$ cat src/rtl/alu_pipe_hs.sv
// Pipelined ALU with valid/ready handshake on issue and writeback sides; iterative shift-add MUL.
// Define ALU_SRA_EN to make opcode 5 an arithmetic right shift (otherwise it is an illegal opcode).
module alu_pipe_hs #(
    parameter  int WIDTH   = 128,
    localparam int SHIFT_W = $clog2(WIDTH)
) (
    input  logic               clk,
    input  logic               rst,
    input  logic               in_valid,
    output logic               in_ready,
    input  logic [2:0]         opcode,
    input  logic [WIDTH-1:0]   input1,
    input  logic [WIDTH-1:0]   input2,
    input  logic [SHIFT_W-1:0] shift_amt,
    output logic               out_valid,
    input  logic               out_ready,
    output logic [WIDTH-1:0]   result,
    output logic               carry_flag,
    output logic               zero_flag,
    output logic               sign_flag,
    output logic               ovf_flag,
    output logic               err_flag
);
    // state | meaning
    // IDLE  | no result held, waiting for an operation
    // EXEC  | single-cycle op latched, result registered this cycle
    // MUL   | shift-add iterations, cnt counts down to terminal zero
    // DONE  | result held until consumed; may accept a new op on consume
    typedef enum logic [1:0] {IDLE, EXEC, MUL, DONE} state_t;

    localparam logic [2:0] OP_ADD = 3'd0;
    localparam logic [2:0] OP_SUB = 3'd1;
    localparam logic [2:0] OP_MUL = 3'd2;
    localparam logic [2:0] OP_SRL = 3'd3;
    localparam logic [2:0] OP_SLL = 3'd4;
`ifdef ALU_SRA_EN
    localparam logic [2:0] OP_SRA = 3'd5;
`endif
    localparam int CNT_W = $clog2(WIDTH) + 1;

    state_t             state;
    logic [WIDTH-1:0]   a_q;
    logic [WIDTH-1:0]   b_q;
    logic [2:0]         op_q;
    logic [SHIFT_W-1:0] sh_q;
    logic [2*WIDTH-1:0] acc;
    logic [CNT_W-1:0]   cnt;

    logic             accept;
    logic [WIDTH:0]   wide;
    logic [WIDTH-1:0] ex_result;
    logic             ex_carry;
    logic             ex_ovf;
    logic             ex_err;
    logic [WIDTH:0]   mul_sum;

    assign in_ready = !rst && (state == IDLE || state == DONE) && (!out_valid || out_ready);
    assign accept   = in_valid && in_ready;

    // The extra bit of 'wide' carries the carry/borrow or the last bit shifted out.
    always_comb begin
        wide      = '0;
        ex_result = '0;
        ex_carry  = 1'b0;
        ex_ovf    = 1'b0;
        ex_err    = 1'b0;
        case (op_q)
            OP_ADD: begin
                wide      = {1'b0, a_q} + {1'b0, b_q};
                ex_result = wide[WIDTH-1:0];
                ex_carry  = wide[WIDTH];
                ex_ovf    = (a_q[WIDTH-1] == b_q[WIDTH-1]) && (ex_result[WIDTH-1] != a_q[WIDTH-1]);
            end
            OP_SUB: begin
                wide      = {1'b0, a_q} - {1'b0, b_q};
                ex_result = wide[WIDTH-1:0];
                ex_carry  = wide[WIDTH];
                ex_ovf    = (a_q[WIDTH-1] != b_q[WIDTH-1]) && (ex_result[WIDTH-1] != a_q[WIDTH-1]);
            end
            OP_SRL: begin
                wide      = {a_q, 1'b0} >> sh_q;
                ex_result = wide[WIDTH:1];
                ex_carry  = wide[0];
            end
            OP_SLL: begin
                wide      = {1'b0, a_q} << sh_q;
                ex_result = wide[WIDTH-1:0];
                ex_carry  = wide[WIDTH];
            end
`ifdef ALU_SRA_EN
            OP_SRA: begin
                wide      = $unsigned($signed({a_q, 1'b0}) >>> sh_q);
                ex_result = wide[WIDTH:1];
                ex_carry  = wide[0];
            end
`endif
            default: ex_err = 1'b1;
        endcase
    end

    // Multiplier B lives in the low half of acc and is consumed LSB-first.
    assign mul_sum = {1'b0, acc[2*WIDTH-1:WIDTH]} + {1'b0, (acc[0] ? a_q : {WIDTH{1'b0}})};

    always_ff @(posedge clk or posedge rst) begin
        if (rst) begin
            state      <= IDLE;
            a_q        <= '0;
            b_q        <= '0;
            op_q       <= '0;
            sh_q       <= '0;
            acc        <= '0;
            cnt        <= '0;
            out_valid  <= 1'b0;
            result     <= '0;
            carry_flag <= 1'b0;
            zero_flag  <= 1'b0;
            sign_flag  <= 1'b0;
            ovf_flag   <= 1'b0;
            err_flag   <= 1'b0;
        end else begin
            case (state)
                IDLE, DONE: begin
                    if (out_valid && out_ready)
                        out_valid <= 1'b0;
                    if (accept) begin
                        a_q   <= input1;
                        b_q   <= input2;
                        op_q  <= opcode;
                        sh_q  <= shift_amt;
                        acc   <= {{WIDTH{1'b0}}, input2};
                        cnt   <= CNT_W'(WIDTH);
                        state <= (opcode == OP_MUL) ? MUL : EXEC;
                    end else if (!out_valid || out_ready) begin
                        state <= IDLE;
                    end
                end
                EXEC: begin
                    result     <= ex_result;
                    carry_flag <= ex_carry;
                    zero_flag  <= (ex_result == '0);
                    sign_flag  <= ex_result[WIDTH-1];
                    ovf_flag   <= ex_ovf;
                    err_flag   <= ex_err;
                    out_valid  <= 1'b1;
                    state      <= DONE;
                end
                MUL: begin
                    if (cnt != '0) begin
                        acc <= {mul_sum, acc[WIDTH-1:1]};
                        cnt <= cnt - 1'b1;
                    end else begin
                        result     <= acc[WIDTH-1:0];
                        carry_flag <= |acc[2*WIDTH-1:WIDTH];
                        zero_flag  <= (acc[WIDTH-1:0] == '0);
                        sign_flag  <= acc[WIDTH-1];
                        ovf_flag   <= 1'b0;
                        err_flag   <= 1'b0;
                        out_valid  <= 1'b1;
                        state      <= DONE;
                    end
                end
                default: state <= IDLE;
            endcase
        end
    end

endmodule

$ cat config.mk
export PLATFORM = sky130hd
export DESIGN_NAME = alu_pipe_hs
export DESIGN_NICKNAME = d
export VERILOG_FILES = /design/src/rtl/alu_pipe_hs.sv
export SDC_FILE = /design/constraint.sdc
export NUM_CORES = 2
export LEC_CHECK = 0
export BUFFER_PORTS_ARGS = -buffer_cell sky130_fd_sc_hd__buf_4
export CAP_MARGIN = 0
export CORE_ASPECT_RATIO = 1.5
export CORE_MARGIN = 8
export CORE_UTILIZATION = 35
export DETAILED_ROUTE_END_ITERATION = 6
export GPL_TIMING_DRIVEN = 0
export MAX_ROUTING_LAYER = met4
export SYNTH_ARGS = -nofsm -noshare
export SYNTH_HDL_FRONTEND = slang
export SYNTH_SLANG_ARGS = --single-unit
$ cat constraint.sdc
create_clock -name clk -period 27.9 [get_ports clk]
set_input_delay 4.185 -clock clk [delete_from_list [all_inputs] [get_ports clk]]
set_output_delay 4.185 -clock clk [all_outputs]
set_load 0.1 [all_outputs]
==> impl_results.md, run 1 <==
* Chip Width at 408 um
* Synth Register Bits at 665
* Area contributors post-synth: dfrtp_1 21%, nand2_1 7.5%, mux4_2 7.3%
* EDFF count, synth at 0
* CTS H-tree lvls at 3
* Stopped at: 5_1_grt
* Vias in the first global route at 123000
* Ports at 405
* Ys Warns at 0
* Synth Net Count at 11400
* Root buffer cell: clkbuf_16
* Netlist cell types at 114
* Die height at 605 um
* Status: did not finish
* Gpl congestion at 1.32
* Largest net degree at the start of global routing at 130
* Pre-CTS setup slack at 17.15 ns
* CTS Buffer Depth at 3
* PostCTS Resize Cnt at 0
* CTS buffer count at 77
* Mapped cell area at 80900 um^2
* Ys async rst share at 100%
* Sequential share of the synthesized area at 20.6%
* Top FF cell, synth: dfrtp_1
* Syn Inst Count at 10700
* Stop err: [ERROR GRT-0116] Global routing finished with congestion. Check the congestion regions in the DRC Viewer.
* GRT Overall Usage at 73.8%
* CTS Sinks at 665
* CTS Hold Bufs at 0
* Port-buffer cells at 404
* Starting Density at 35.1%
* Share of the synthesized area in the top cell type at 20.6%
* Total grt overflow at 1708
* Syn Area/Cell at 7.56 um^2
* Setup repair bufs after CTS at 0
* Post-synth top area cell: dfrtp_1
* First-pass GRT wire length at 1280000 um
* Dpl hpwl at 645000 um
* # rows at 216
==> synthesized netlist by cell type, types with 35 or more instances <==
library cell and number:
o22ai_1 128, o21bai_1 105, a21o_1 143, o211ai_1 139, mux2i_1 566, a211o_1 42
mux4_2 263, and2_1 184, o31ai_1 88, nand2b_1 80, nand3_1 159, buf_1 85
nor2_1 958, o21a_1 48, a221oi_1 52, ha_1 388, a31oi_1 84, or2_2 50
a22oi_1 57, xnor2_1 145, a21oi_1 935, mux2_2 175, nor2b_1 87, buf_2 128
nor4_1 170, a22o_1 35, dfrtp_1 665, a211oi_1 141, xor2_1 58, o221ai_1 41
nand4_1 165, clkbuf_1 621, inv_1 320, nand2_1 1605, or3_1 57, o21ai_0 907
nor3_1 171, and3_1 63
==> routing by layer <==
metal | GRT overflow | track usage (%)
met5 | - | -
met4 | 636 | 70.4
met3 | 48 | 53.7
met2 | 998 | 90.7
met1 | 26 | 73.6
==> kinds of logic after synthesis <==
logic type,after synthesis,synth area share (%)
xor gates and xnor gates,203,2.20
adders and majority gates,391,6.08
DFF,665,20.6
buffers and inverters,1229,6.40
and+or+nand+nor,3872,21.9
muxes,1007,16.8
AOI/OAI and AO/OA,3332,26.0
==> metrics by stage <==
stage	instances	TNS, ns	cell area (um^2)
CTS	14400	0	91800
floorplan	10700	0	80900
global placement	14200	-2121.08	87700
detailed placement	14200	0	89200
==> run 2, diff against run 1 <==
- CORE_ASPECT_RATIO: 1.5 -> unset
- CORE_UTILIZATION: 35 -> 20
- MAX_ROUTING_LAYER: met4 -> unset
- PLACE_DENSITY_LB_ADDON: unset -> 0.15
==> run 2 against run 1 <==
Synthesized cell count unchanged. Synthesized area unchanged. The flow now finishes, with violations (max-capacitance violations, max-slew violations).
==> impl_results.md, run 2 <==
* CTS tree: yes
* Max reg flops at 256
* Reg2Reg Depth at 21
* R2r startpoint: sh_q[0]
* Total core area at 403000 um^2
* CTS Hold Bufs at 0 (unchanged)
* CTS H-tree lvls at 3 (unchanged)
* Setup-failing EPs final at 0
* Synth Net Count at 11400 (unchanged)
* Clock skew at 0.0575 ns
* Worst skew pair latency at 0.89 ns
* Ys async rst share at 100% (unchanged)
* Failing checks: max-capacitance violations, max-slew violations
* Share of the synthesized area in the top cell type at 20.6% (unchanged)
* Final worst-path cycle share at 46.1%
* Sequential share of the synthesized area at 20.6% (unchanged)
* Count of pins over their slew limit at 387
* Reg2reg end: zero_flag
* Initial antenna violation count at 188
* EDFF count, synth at 0 (unchanged)
* Final net count at 12000
* Hold Path Cell Cnt at 2
* Syn Area/Cell at 7.56 um^2 (unchanged)
* Area contributors post-synth: dfrtp_1 21%, nand2_1 7.5%, mux4_2 7.3%
* Clock-pin slew on the worst setup and hold paths at 0.06 ns
* Top FF cell, synth: dfrtp_1
* Synth Register Bits at 665 (unchanged)
* Drc violations at 0
* Startpoint Class: flip-flop
* Critical path type: reg2reg
* Status: complete, but fails checks
* Post-Route WL at 860000 um
* Die height at 652 um (+7.8%)
* CTS Sinks at 665 (unchanged)
* Via count at 104000
* Starting Density at 20.1% (-15 points)
* Worst hold endpoint: result[113]
* Total grt overflow at 0
* Synth top cells by count: 1605 x nand2_1, 958 x nor2_1, 935 x a21oi_1
* Layout cells sized above 1 at 14.1%
* Final ANT Viol Nets at 0
* PostCTS Resize Cnt at 0 (unchanged)
* Reg with most FFs: acc
* Unrepaired setup endpoints after global routing: false
* Die area at 425000 um^2
* Commonest cells after routing, fill and taps aside: 1605 x nand2_1, 948 x nor2_1, 924 x a21oi_1
* Dpl hpwl at 706000 um (+9.5%)
* WL/cell at 50.9 um
* CP Capture Type: flip-flop
* Syn Inst Count at 10700 (unchanged)
* First-pass GRT wire length at 1080000 um
* Min Tclk post-route at 12.87 ns
* GRT Overall Usage at 38.6%
* CTS Buffer Depth at 4 (+1)
* Multi-input gate area at 59500 um^2
* Fill cell count at 45400
* Largest fanout on the critical path at 10
* Gpl congestion at 1.11 (-16%)
* FF+latch area at 16600 um^2
* Max-cap viol count at 49
* Chip Width at 652 um (+60%)
* HP Class: reg2reg
* Drt pass-1 iters at 6
* Largest net degree at the start of global routing at 111
* Post-synth top area cell: dfrtp_1
* Ports at 405 (unchanged)
* Critical Path RT at 28.67 ns
* Synth-to-layout area growth at 19.2%
* Vias in the first global route at 96900
* Setup repair bufs after CTS at 0 (unchanged)
* Top-count cell post-synth: nand2_1
* Worst Max-Slew Pin Slew at 1.89 ns
* Hold Path Origin: result[113]
* Commonest non-fill, non-tap cell in the layout: nand2_1
* Worst R2R Setup Slack at 15.03 ns
* Max Freq at 77.7 MHz
* Root buffer cell: clkbuf_16
* Arr. time, crit path at 13.63 ns
* Number of DRC markers in iteration 0 at 15800
* Max-slew headroom at -26.5%
* Mapped cell area at 80900 um^2 (unchanged)
* # rows at 233 (+7.9%)
* Vias per Instance at 6.13
* CTS buffer count at 96 (+25%)
* Netlist cell types at 114 (unchanged)
* Final hold slack at 0.469 ns
* Port-buffer cells at 404 (unchanged)
* Ys Warns at 0 (unchanged)
* Hold Fails Final Rpt at 0
## run 2: area by class of cell
cell class / count / share of cell area [%]
Multi-Input combinational cell: 8805 / 61.7
Sequential cell: 665 / 17.3
Tap cell: 5405 / 7.02
Timing Repair Buffer: 524 / 4.83
Buffer: 900 / 4.20
Clock buffer: 121 / 2.75
Inverter: 329 / 1.29
Clock inverter: 50 / 0.682
Antenna cell: 104 / 0.270
## run 2: stage by stage
step                utilization, %  cells  TNS (ns)  setup WS [ns]  instance area (um^2)
CTS                           23.9  16800         0          16.30                 96000
finish                        23.9  16900         0          15.03                 96400
global route                  23.9  16800         0          15.97                 96200
floorplan                        -  10700         0           3.67                 80900
global placement              22.5  16500  -6232.39          -6.70                 90700
detailed placement            23.0  16600         0          16.30                 92700
## run 2: kinds of logic after synthesis
kind of cell,count (synthesis),synth area share (%)
DFF,665,20.6
and+or+nand+nor,3872,21.9
buffers and inverters,1229,6.40
xor gates and xnor gates,203,2.20
adders and majority gates,391,6.08
AOI/OAI and AO/OA,3332,26.0
muxes,1007,16.8
## run 2: worst max path at each step
stage               depth (start not counted)        end    start  slack (ns)
global route                               21  zero_flag  sh_q[0]       15.97
global placement                           10    acc[31]      rst       -6.70
CTS                                        21  zero_flag  sh_q[0]       16.30
floorplan                                   2   in_ready      rst        3.67
finish                                     21  zero_flag  sh_q[0]       15.03
detailed placement                         21  zero_flag  sh_q[0]       16.30
## run 2: per-layer routing
metal / GRT usage (%) / wire (um) / vias up
li1: - / - / 40800
met1: 49.1 / 354000 / 53200
met2: 52.6 / 333000 / 7504
met3: 14.1 / 92700 / 2095
met4: 28.5 / 79000 / 72
met5: 1.43 / 1580 / -
## run 2: worst max-delay path, cell delays in order (launching register included)
cell and delay, ns:
dfrtp_1 0.81, buf_2 0.66, buf_2 0.58, buf_2 0.77, buf_2 0.67, buf_2 0.73
clkbuf_1 1.25, clkbuf_1 0.89, o21ai_0 0.67, a22oi_1 0.36, nand4_1 0.56, a211oi_1 0.92
nand4b_1 0.18, nor4_1 0.41, buf_2 0.31, nand4_1 0.21, nor4_1 0.92, nand2_1 0.25
nor4_1 0.65, and4_1 0.27, nand4_1 0.20, o311ai_2 0.33
Power of run 2 is not shown: default switching activity piles up to over one toggle a cycle in this logic, so the estimate is an artifact.
